$ cat config.mk
export PLATFORM = sky130hd
export DESIGN_NAME = decode_stage
export DESIGN_NICKNAME = d
export VERILOG_FILES = /design/src/rtl/decode_stage.sv
export SDC_FILE = /design/constraint.sdc
export NUM_CORES = 2
export LEC_CHECK = 0
export BUFFER_PORTS_ARGS = -buffer_cell sky130_fd_sc_hd__buf_2
export CORE_ASPECT_RATIO = 1.1
export CORE_MARGIN = 2
export CORE_UTILIZATION = 57
export CTS_CLUSTER_DIAMETER = 40
export DETAILED_ROUTE_END_ITERATION = 6
export GPL_ROUTABILITY_DRIVEN = 0
export PLACE_DENSITY = 0.77
export SYNTH_ARGS = -nofsm -noshare
export SYNTH_HDL_FRONTEND = slang
export SYNTH_SLANG_ARGS = --single-unit
export TNS_END_PERCENT = 100
$ cat constraint.sdc
create_clock -name clk -period 2.35 [get_ports clk]
set_input_delay 0.47 -clock clk [delete_from_list [all_inputs] [get_ports clk]]
set_output_delay 0.47 -clock clk [all_outputs]
set_load 0.05 [all_outputs]
$ cat src/rtl/decode_stage.sv
// Decode stage: RV32I ALU/load/store/branch decoder, 32-entry register file with a
// write-first Writeback bypass, and the Decode->Execute pipeline register (hold / bubble).
module decode_stage #(
  parameter int unsigned XLEN = 32,
  parameter int unsigned NREG = 32
) (
  input  logic            clk,
  input  logic            rst,
  input  logic [31:0]     Instr_D,
  input  logic            en_E,
  input  logic            flush_E,
  input  logic            RegWrite_W,
  input  logic [4:0]      Rd_W,
  input  logic [XLEN-1:0] Result_W,
  output logic [XLEN-1:0] RD1_E,
  output logic [XLEN-1:0] RD2_E,
  output logic [XLEN-1:0] Imm_E,
  output logic [4:0]      Rs1_E,
  output logic [4:0]      Rs2_E,
  output logic [4:0]      Rd_E,
  output logic [2:0]      ALUControl_E,
  output logic            ALUSrc_E,
  output logic            RegWrite_E,
  output logic            MemWrite_E,
  output logic            ResultSrc_E,
  output logic            Branch_E,
  output logic            Illegal_E
);

  localparam logic [6:0] OpR      = 7'b0110011;
  localparam logic [6:0] OpImm    = 7'b0010011;
  localparam logic [6:0] OpLoad   = 7'b0000011;
  localparam logic [6:0] OpStore  = 7'b0100011;
  localparam logic [6:0] OpBranch = 7'b1100011;

  localparam logic [2:0] AluAdd = 3'b000;
  localparam logic [2:0] AluSub = 3'b001;
  localparam logic [2:0] AluAnd = 3'b010;
  localparam logic [2:0] AluOr  = 3'b011;
  localparam logic [2:0] AluXor = 3'b100;
  localparam logic [2:0] AluSlt = 3'b101;

  logic [6:0] w_opcode;
  logic [4:0] w_rd, w_rs1, w_rs2;
  logic [2:0] w_f3;
  logic       w_f7b5;

  assign w_opcode = Instr_D[6:0];
  assign w_rd     = Instr_D[11:7];
  assign w_f3     = Instr_D[14:12];
  assign w_rs1    = Instr_D[19:15];
  assign w_rs2    = Instr_D[24:20];
  assign w_f7b5   = Instr_D[30];

  // Register file; x0 is never written and is also forced to zero on read.
  logic [XLEN-1:0] r_rf [NREG];

  always_ff @(posedge clk) begin
    if (rst) begin
      for (int i = 0; i < NREG; i++) r_rf[i] <= '0;
    end else if (RegWrite_W && (Rd_W != 5'd0)) begin
      r_rf[Rd_W] <= Result_W;
    end
  end

  logic            w_wb_hit;
  logic [XLEN-1:0] w_rd1, w_rd2;

  assign w_wb_hit = RegWrite_W && (Rd_W != 5'd0);

  always_comb begin
    w_rd1 = '0;
    w_rd2 = '0;
    if (w_rs1 != 5'd0) w_rd1 = (w_wb_hit && (Rd_W == w_rs1)) ? Result_W : r_rf[w_rs1];
    if (w_rs2 != 5'd0) w_rd2 = (w_wb_hit && (Rd_W == w_rs2)) ? Result_W : r_rf[w_rs2];
  end

  // Shared funct3 -> ALU op mapping for R-type and I-ALU.
  logic       w_f3_ok;
  logic [2:0] w_f3_alu;

  always_comb begin
    w_f3_ok  = 1'b1;
    w_f3_alu = AluAdd;
    case (w_f3)
      3'b000:  w_f3_alu = AluAdd;
      3'b111:  w_f3_alu = AluAnd;
      3'b110:  w_f3_alu = AluOr;
      3'b100:  w_f3_alu = AluXor;
      3'b010:  w_f3_alu = AluSlt;
      default: w_f3_ok  = 1'b0;
    endcase
  end

  logic [XLEN-1:0] w_imm;
  logic [2:0]      w_alu_ctl;
  logic            w_alu_src, w_reg_write, w_mem_write, w_result_src, w_branch, w_illegal;

  always_comb begin
    w_imm        = '0;
    w_alu_ctl    = AluAdd;
    w_alu_src    = 1'b0;
    w_reg_write  = 1'b0;
    w_mem_write  = 1'b0;
    w_result_src = 1'b0;
    w_branch     = 1'b0;
    w_illegal    = 1'b0;
    case (w_opcode)
      OpR: begin
        if (w_f3_ok) begin
          w_reg_write = 1'b1;
          w_alu_ctl   = ((w_f3 == 3'b000) && w_f7b5) ? AluSub : w_f3_alu;
        end else begin
          w_illegal = 1'b1;
        end
      end
      OpImm: begin
        w_imm = {{(XLEN-12){Instr_D[31]}}, Instr_D[31:20]};
        if (w_f3_ok) begin
          w_reg_write = 1'b1;
          w_alu_src   = 1'b1;
          w_alu_ctl   = w_f3_alu;
        end else begin
          w_illegal = 1'b1;
        end
      end
      OpLoad: begin
        w_imm = {{(XLEN-12){Instr_D[31]}}, Instr_D[31:20]};
        if (w_f3 == 3'b010) begin
          w_reg_write  = 1'b1;
          w_alu_src    = 1'b1;
          w_result_src = 1'b1;
        end else begin
          w_illegal = 1'b1;
        end
      end
      OpStore: begin
        w_imm = {{(XLEN-12){Instr_D[31]}}, Instr_D[31:25], Instr_D[11:7]};
        if (w_f3 == 3'b010) begin
          w_mem_write = 1'b1;
          w_alu_src   = 1'b1;
        end else begin
          w_illegal = 1'b1;
        end
      end
      OpBranch: begin
        w_imm = {{(XLEN-13){Instr_D[31]}}, Instr_D[31], Instr_D[7], Instr_D[30:25],
                 Instr_D[11:8], 1'b0};
        if (w_f3 == 3'b000) begin
          w_branch  = 1'b1;
          w_alu_ctl = AluSub;
        end else begin
          w_illegal = 1'b1;
        end
      end
      // The all-zero Fetch reset word is a NOP, not an illegal instruction.
      default: w_illegal = (Instr_D != 32'h0);
    endcase
  end

  logic [XLEN-1:0] r_rd1, r_rd2, r_imm;
  logic [4:0]      r_rs1, r_rs2, r_rd;
  logic [2:0]      r_alu_ctl;
  logic            r_alu_src, r_reg_write, r_mem_write, r_result_src, r_branch, r_illegal;

  always_ff @(posedge clk) begin
    if (rst || flush_E) begin
      r_rd1        <= '0;
      r_rd2        <= '0;
      r_imm        <= '0;
      r_rs1        <= '0;
      r_rs2        <= '0;
      r_rd         <= '0;
      r_alu_ctl    <= '0;
      r_alu_src    <= 1'b0;
      r_reg_write  <= 1'b0;
      r_mem_write  <= 1'b0;
      r_result_src <= 1'b0;
      r_branch     <= 1'b0;
      r_illegal    <= 1'b0;
    end else if (en_E) begin
      r_rd1        <= w_rd1;
      r_rd2        <= w_rd2;
      r_imm        <= w_imm;
      r_rs1        <= w_rs1;
      r_rs2        <= w_rs2;
      r_rd         <= w_rd;
      r_alu_ctl    <= w_alu_ctl;
      r_alu_src    <= w_alu_src;
      r_reg_write  <= w_reg_write;
      r_mem_write  <= w_mem_write;
      r_result_src <= w_result_src;
      r_branch     <= w_branch;
      r_illegal    <= w_illegal;
    end
  end

  assign RD1_E        = r_rd1;
  assign RD2_E        = r_rd2;
  assign Imm_E        = r_imm;
  assign Rs1_E        = r_rs1;
  assign Rs2_E        = r_rs2;
  assign Rd_E         = r_rd;
  assign ALUControl_E = r_alu_ctl;
  assign ALUSrc_E     = r_alu_src;
  assign RegWrite_E   = r_reg_write;
  assign MemWrite_E   = r_mem_write;
  assign ResultSrc_E  = r_result_src;
  assign Branch_E     = r_branch;
  assign Illegal_E    = r_illegal;

endmodule

# Word level (Yosys, flattened, before mapping)
# Memory sizes are Yosys's and may differ from the RTL's.
# Index checks and enable logic that the tools add are counted.
# Widths: inputs -> output; s select.
[word_totals] out_inout_bits=120 n_memories=1 in_bits=74 ramBits=1024 ff_bits=120
[op_classes] n_eq_ne=11 reduce_logical=15 mux=32
[memory_table] memory="r_rf" depth=32 width=32 read_ports=2 rd_clocked_by_memory_dff=0 write_ports=32 line="56" rtl="logic [XLEN-1:0] r_rf [NREG];"
[ops] operator="$mux 32" n=5
[ops] operator="$pmux 32 s3" n=1
[ops] operator="$reduce_bool 32->1" n=1
[ops] operator="$reduce_or 32->1" n=1
[ops] operator="$mux 1" n=17
[ops] operator="$reduce_bool 5->1" n=3
[ops] operator="$eq 7x6->1 const B" n=2
[ops] operator="$pmux 3 s4" n=1
[ops] operator="$eq 5x5->1" n=2
[ops] operator="$eq 3x3->1 const B" n=3
[ops] operator="$mux 3" n=3
[ops] operator="$pmux 3 s3" n=1
[ops] operator="$eq 7x2->1 const B" n=1
[ops] operator="$eq 7x5->1 const B" n=1
[ops] operator="$eq 7x7->1 const B" n=1
[ops] operator="$reduce_or 2->1" n=3
[ops] operator="$mux 5" n=1
[ops] operator="$reduce_or 5->1" n=1
[ops] operator="$logic_and 1x1->1" n=4
[ops] operator="$pmux 1 s2" n=2
[ops] operator="$eq 3x2->1 const B" n=1
[ops] operator="$logic_not 3->1" n=1
[ops] operator="$pmux 1 s3" n=1
[ops] operator="$logic_or 1x1->1" n=1

# Logic depth before layout (Yosys ltp)
[depth] depth_word=7 ltp_mapped=10

# Worst setup path after synthesis
# Ideal clock, no wire load.
[synth_path] path_type="input-to-reg" start="input port Instr_D[21]" end="register r_rd2[10] (netlist: RD2_E[10])" path_stages=8 t_arrival_ps=2278 t_required_ps=2228 setup_slack_ps=-50 path_buffers=3 path_cell_list="buf_2 buf_2 buf_1 mux4_2 mux2_2 o22ai_1 nor3_1 a221o_1"
[synth_via] elab_chain_len=4 elab_cells_between_ends=6 classes_between="eq/ne: 1; mux: 2; reduce/logical: 2; memory: 1"
[synth_rtl] item="start: declaration" line="9" rtl="input logic [31:0] Instr_D,"
[synth_rtl] item="parallel branches: the longest is 3 deep, another holds $mem_v2 32x32"
[synth_rtl] item="$mux 32 *" line="75" rtl="if (w_rs2 != 5'd0) w_rd2 = (w_wb_hit && (Rd_W == w_rs2)) ? Result_W : r_rf[w_rs2];"
[synth_rtl] item="end signal: assignment" line="183" rtl="r_rd2 <= w_rd2;"
[synth_rtl] item="end: declaration" line="161" rtl="logic [XLEN-1:0] r_rd1, r_rd2, r_imm;"
# Mark *: on every way between the ends.
# A chain may end at the register's enable or synchronous reset.

==> impl_metrics.csv <==
group,metric,value,unit
setup_path,crit_chain,"mux4_2 > mux2_2 > a221oi_1 > a211oi_1 > buf_4 > a221o_1",
synthesis,synth-seq-cells,1125,
clock_tree,h-tree-depth,4,
clock_tree,cts_made_buffers,144,
global_route,grt_pass1_wl,294000,um
power_and_ir_drop,power_density,754,nW/um2
power_and_ir_drop,p_sw,13.3,mW
floorplan,dieArea,105000,um2
timing,worst_pin_slew,0.668,ns
floorplan,row_count,122,
power_and_ir_drop,ir_drop,0.884,mV
global_route,grt_max_degree,51,
timing,finClkSkew,0.0298,ns
drt,via_per_inst,7.25,
placed_design,dp_cells,5452,
final_layout,areaGrowthSynthToFinish,18.6,%
final_layout,final_cell_mix,"1,024 x edfxtp_1, 1,003 x and2_1, 448 x mux4_2",
floorplan,initial_core_util,0.576,
synthesis,synth_edf_count,1024,
power_and_ir_drop,pwr-share-seq,0.453,
setup_path,slowest_stage,"mux4_2",
synthesis,syn_area_per_cell,14.9,um2
flow_run,max_cap_violations,0,
global_route,track_usage,0.400,
global_route,first_global_vias,41200,
synthesis,synth.cell_area,58200,um2
power_and_ir_drop,p_leak,24.9,nW
power_and_ir_drop,p_clk_frac,0.429,
setup_path,path_delay_family,"multiplexers",
setup_path,critPathLaunchType,"flop",
setup_path,cp_data_arrival_time,2.79,ns
setup_path,cp_num_buf_inv,1,
final_layout,stdcell_count,5737,
clock_tree,cts_resized,0,
worst_hold_path,hp-class,"in -> reg",
placed_design,portBuffers,193,
floorplan,dieWidth,309,um
power_and_ir_drop,internal_power,38.8,mW
placed_design,hpwl,134000,um
drt,wl_per_cell,36.5,um
synthesis,synth_seq_area_share,0.563,
final_layout,fin_nets,4318,
run_status,outcome,"finished clean",
placed_design,dp_slack,-0.344,ns
global_route,grt_overflow_total,0,
timing,finalHoldViolCount,0,
drt,drc,0,
drt,drt_iter0_drc,7723,
setup_path,critPathMaxFanout,2,
drt,ant_nets,0,
global_route,antenna_found_initial,21,
drt,firstDrtPassIters,7,
clock_tree,root_buffer,"clkbuf_16",
synthesis,synth_ff_type,"edfxtp_1",
power_and_ir_drop,switching_share,0.255,
timing,final.setup.worst_slack,0.177,ns
timing,fmax,0.460,GHz
final_layout,final_common_cell,"edfxtp_1",
timing,timing.slew.headroom,0.555,
synthesis,async_reset_ff_frac,0,
clock_tree,clkLatencyLatePin,0.77,ns
timing,grt_setup_unrepaired,"no",
timing,setup_viol,0,
synthesis,yosysWarnings,0,
synthesis,synthCells,3894,
timing,fin_crit,2.17,ns
synthesis,synth_cell_types,55,
setup_path,critical-path-max-stage-delay,0.48,ns
clock_tree,cts_num_sinks,1125,
clock_tree,clk_pin_slew,0.06,ns
clock_tree,cts_tree,"built",
timing,final.setup.tns,0,ns
floorplan,io_pins,194,
drt,wirelength,209000,um
drt,num_vias,41600,
final_layout,drive_above_1_share,0.336,
timing,drv_slew,0,
setup_path,end_kind,"flop",
power_and_ir_drop,p_comb_frac,0.118,
timing,period_share,0.925,
floorplan,die_h,339,um
setup_path,crit_type,"reg -> reg",
floorplan,core_region_area,101000,um2
clock_tree,cts.path.max_buffers,3,
setup_path,worstPathRequired,2.97,ns
sequential cells by signal (all words and copies together) (netlist names):
signal and flops:
ALUControl_E 3, ALUSrc_E 1, Branch_E 1, Illegal_E 1
Imm_E 13, MemWrite_E 1, RD1_E 32, RD2_E 32
Rd_E 5, RegWrite_E 1, ResultSrc_E 1, Rs1_E 5
Rs2_E 5, r_rf 1024
kinds of logic after synthesis:
group           after synthesis  synth area share
simple gates               1233             0.129
flops                      1125             0.563
mux                         668             0.213
buf+inv                     443            0.0344
compound gates              413            0.0588
xor+xnor                     11           0.00166
other cells                   1         0.0000645
through the flow:
step                hold WS (ns)  power, mW  utilization  cell area [um2]
floorplan                  0.608       27.1            -            58300
global placement           0.454       29.6        0.635            64000
detailed placement         0.463       29.8        0.635            64000
CTS                      0.00694       51.7        0.683            68900
global route              0.0465       52.9        0.683            69000
finish                    0.0384       52.0        0.684            69000
path summary, 6_finish.rpt:
kind,start,depth (start not counted),end,slack (ns)
max,r_rf[15][14],6,RD1_E[14],0.18
min,Instr_D[4],3,ALUControl_E[2],0.04
max reg2reg,r_rf[15][14],6,RD1_E[14],0.18
min reg2reg,ALUControl_E[1],2,ALUControl_E[1],0.47
tightest hold or removal path, stage by stage:
cell and delay, ns:
buf_2 0.13, nand4_1 0.07, a21oi_1 0.06
cell usage after synthesis (11+ instances only):
library cell     n  area share
a21oi_1         48      0.0041
nand2_1         18      0.0012
buf_4           39      0.0050
a221oi_2        17      0.0044
edfxtp_1      1024        0.53
a22oi_1         35      0.0045
o22ai_1         53      0.0057
xor2_1          11      0.0017
or2_2           37      0.0040
buf_1           17      0.0011
nor3_1          26      0.0022
mux4_2         448        0.17
clkbuf_1       292       0.019
a221o_1         64       0.011
o22a_1          21      0.0032
mux2i_1        145       0.025
buf_2           79      0.0068
nor2_1          71      0.0046
o221ai_1        84       0.013
buf_6           12      0.0023
a221oi_1        15      0.0023
dfxtp_1        101       0.035
a211oi_1        46      0.0059
nand2b_1        13      0.0014
and2_1        1003        0.11
mux2_2          75       0.015
nor2b_1         24      0.0026
power groups by stage:
stage / combinational, mW / clock (mW) / sequential, mW
after floorplan: 3.29 / 0 / 23.8
after global placement: 5.80 / 0 / 23.8
after detailed placement: 5.87 / 0 / 23.9
after CTS: 5.93 / 22.3 / 23.5
after global routing: 6.23 / 23.1 / 23.6
final: 6.13 / 22.3 / 23.6
repair_timing:
action | 4_1_cts | 5_1_grt
buffers inserted | 0 | 0
hold buffers | 10 | 0
endpoints found under the hold margin | 10 | 0
area by class of cell:
class	count	area [um2]
repair buffers	612	5850
flip-flops and latches	1125	32800
fillers	6599	31900
clock buffers	170	3810
inverters	4	15.0
diodes	11	27.5
well taps	1364	1710
clock inverters	94	1000
multi-input cells	2357	23800
metal layers:
metal  track usage  vias up  part of all wire
met2         0.583     4237              0.44
met5       0.00419        -           0.00036
met4         0.277       12             0.083
met3         0.146     1099              0.16
met1         0.498    20400              0.32
li1              -    15800                 -
Power figures use the tool's default switching activity.
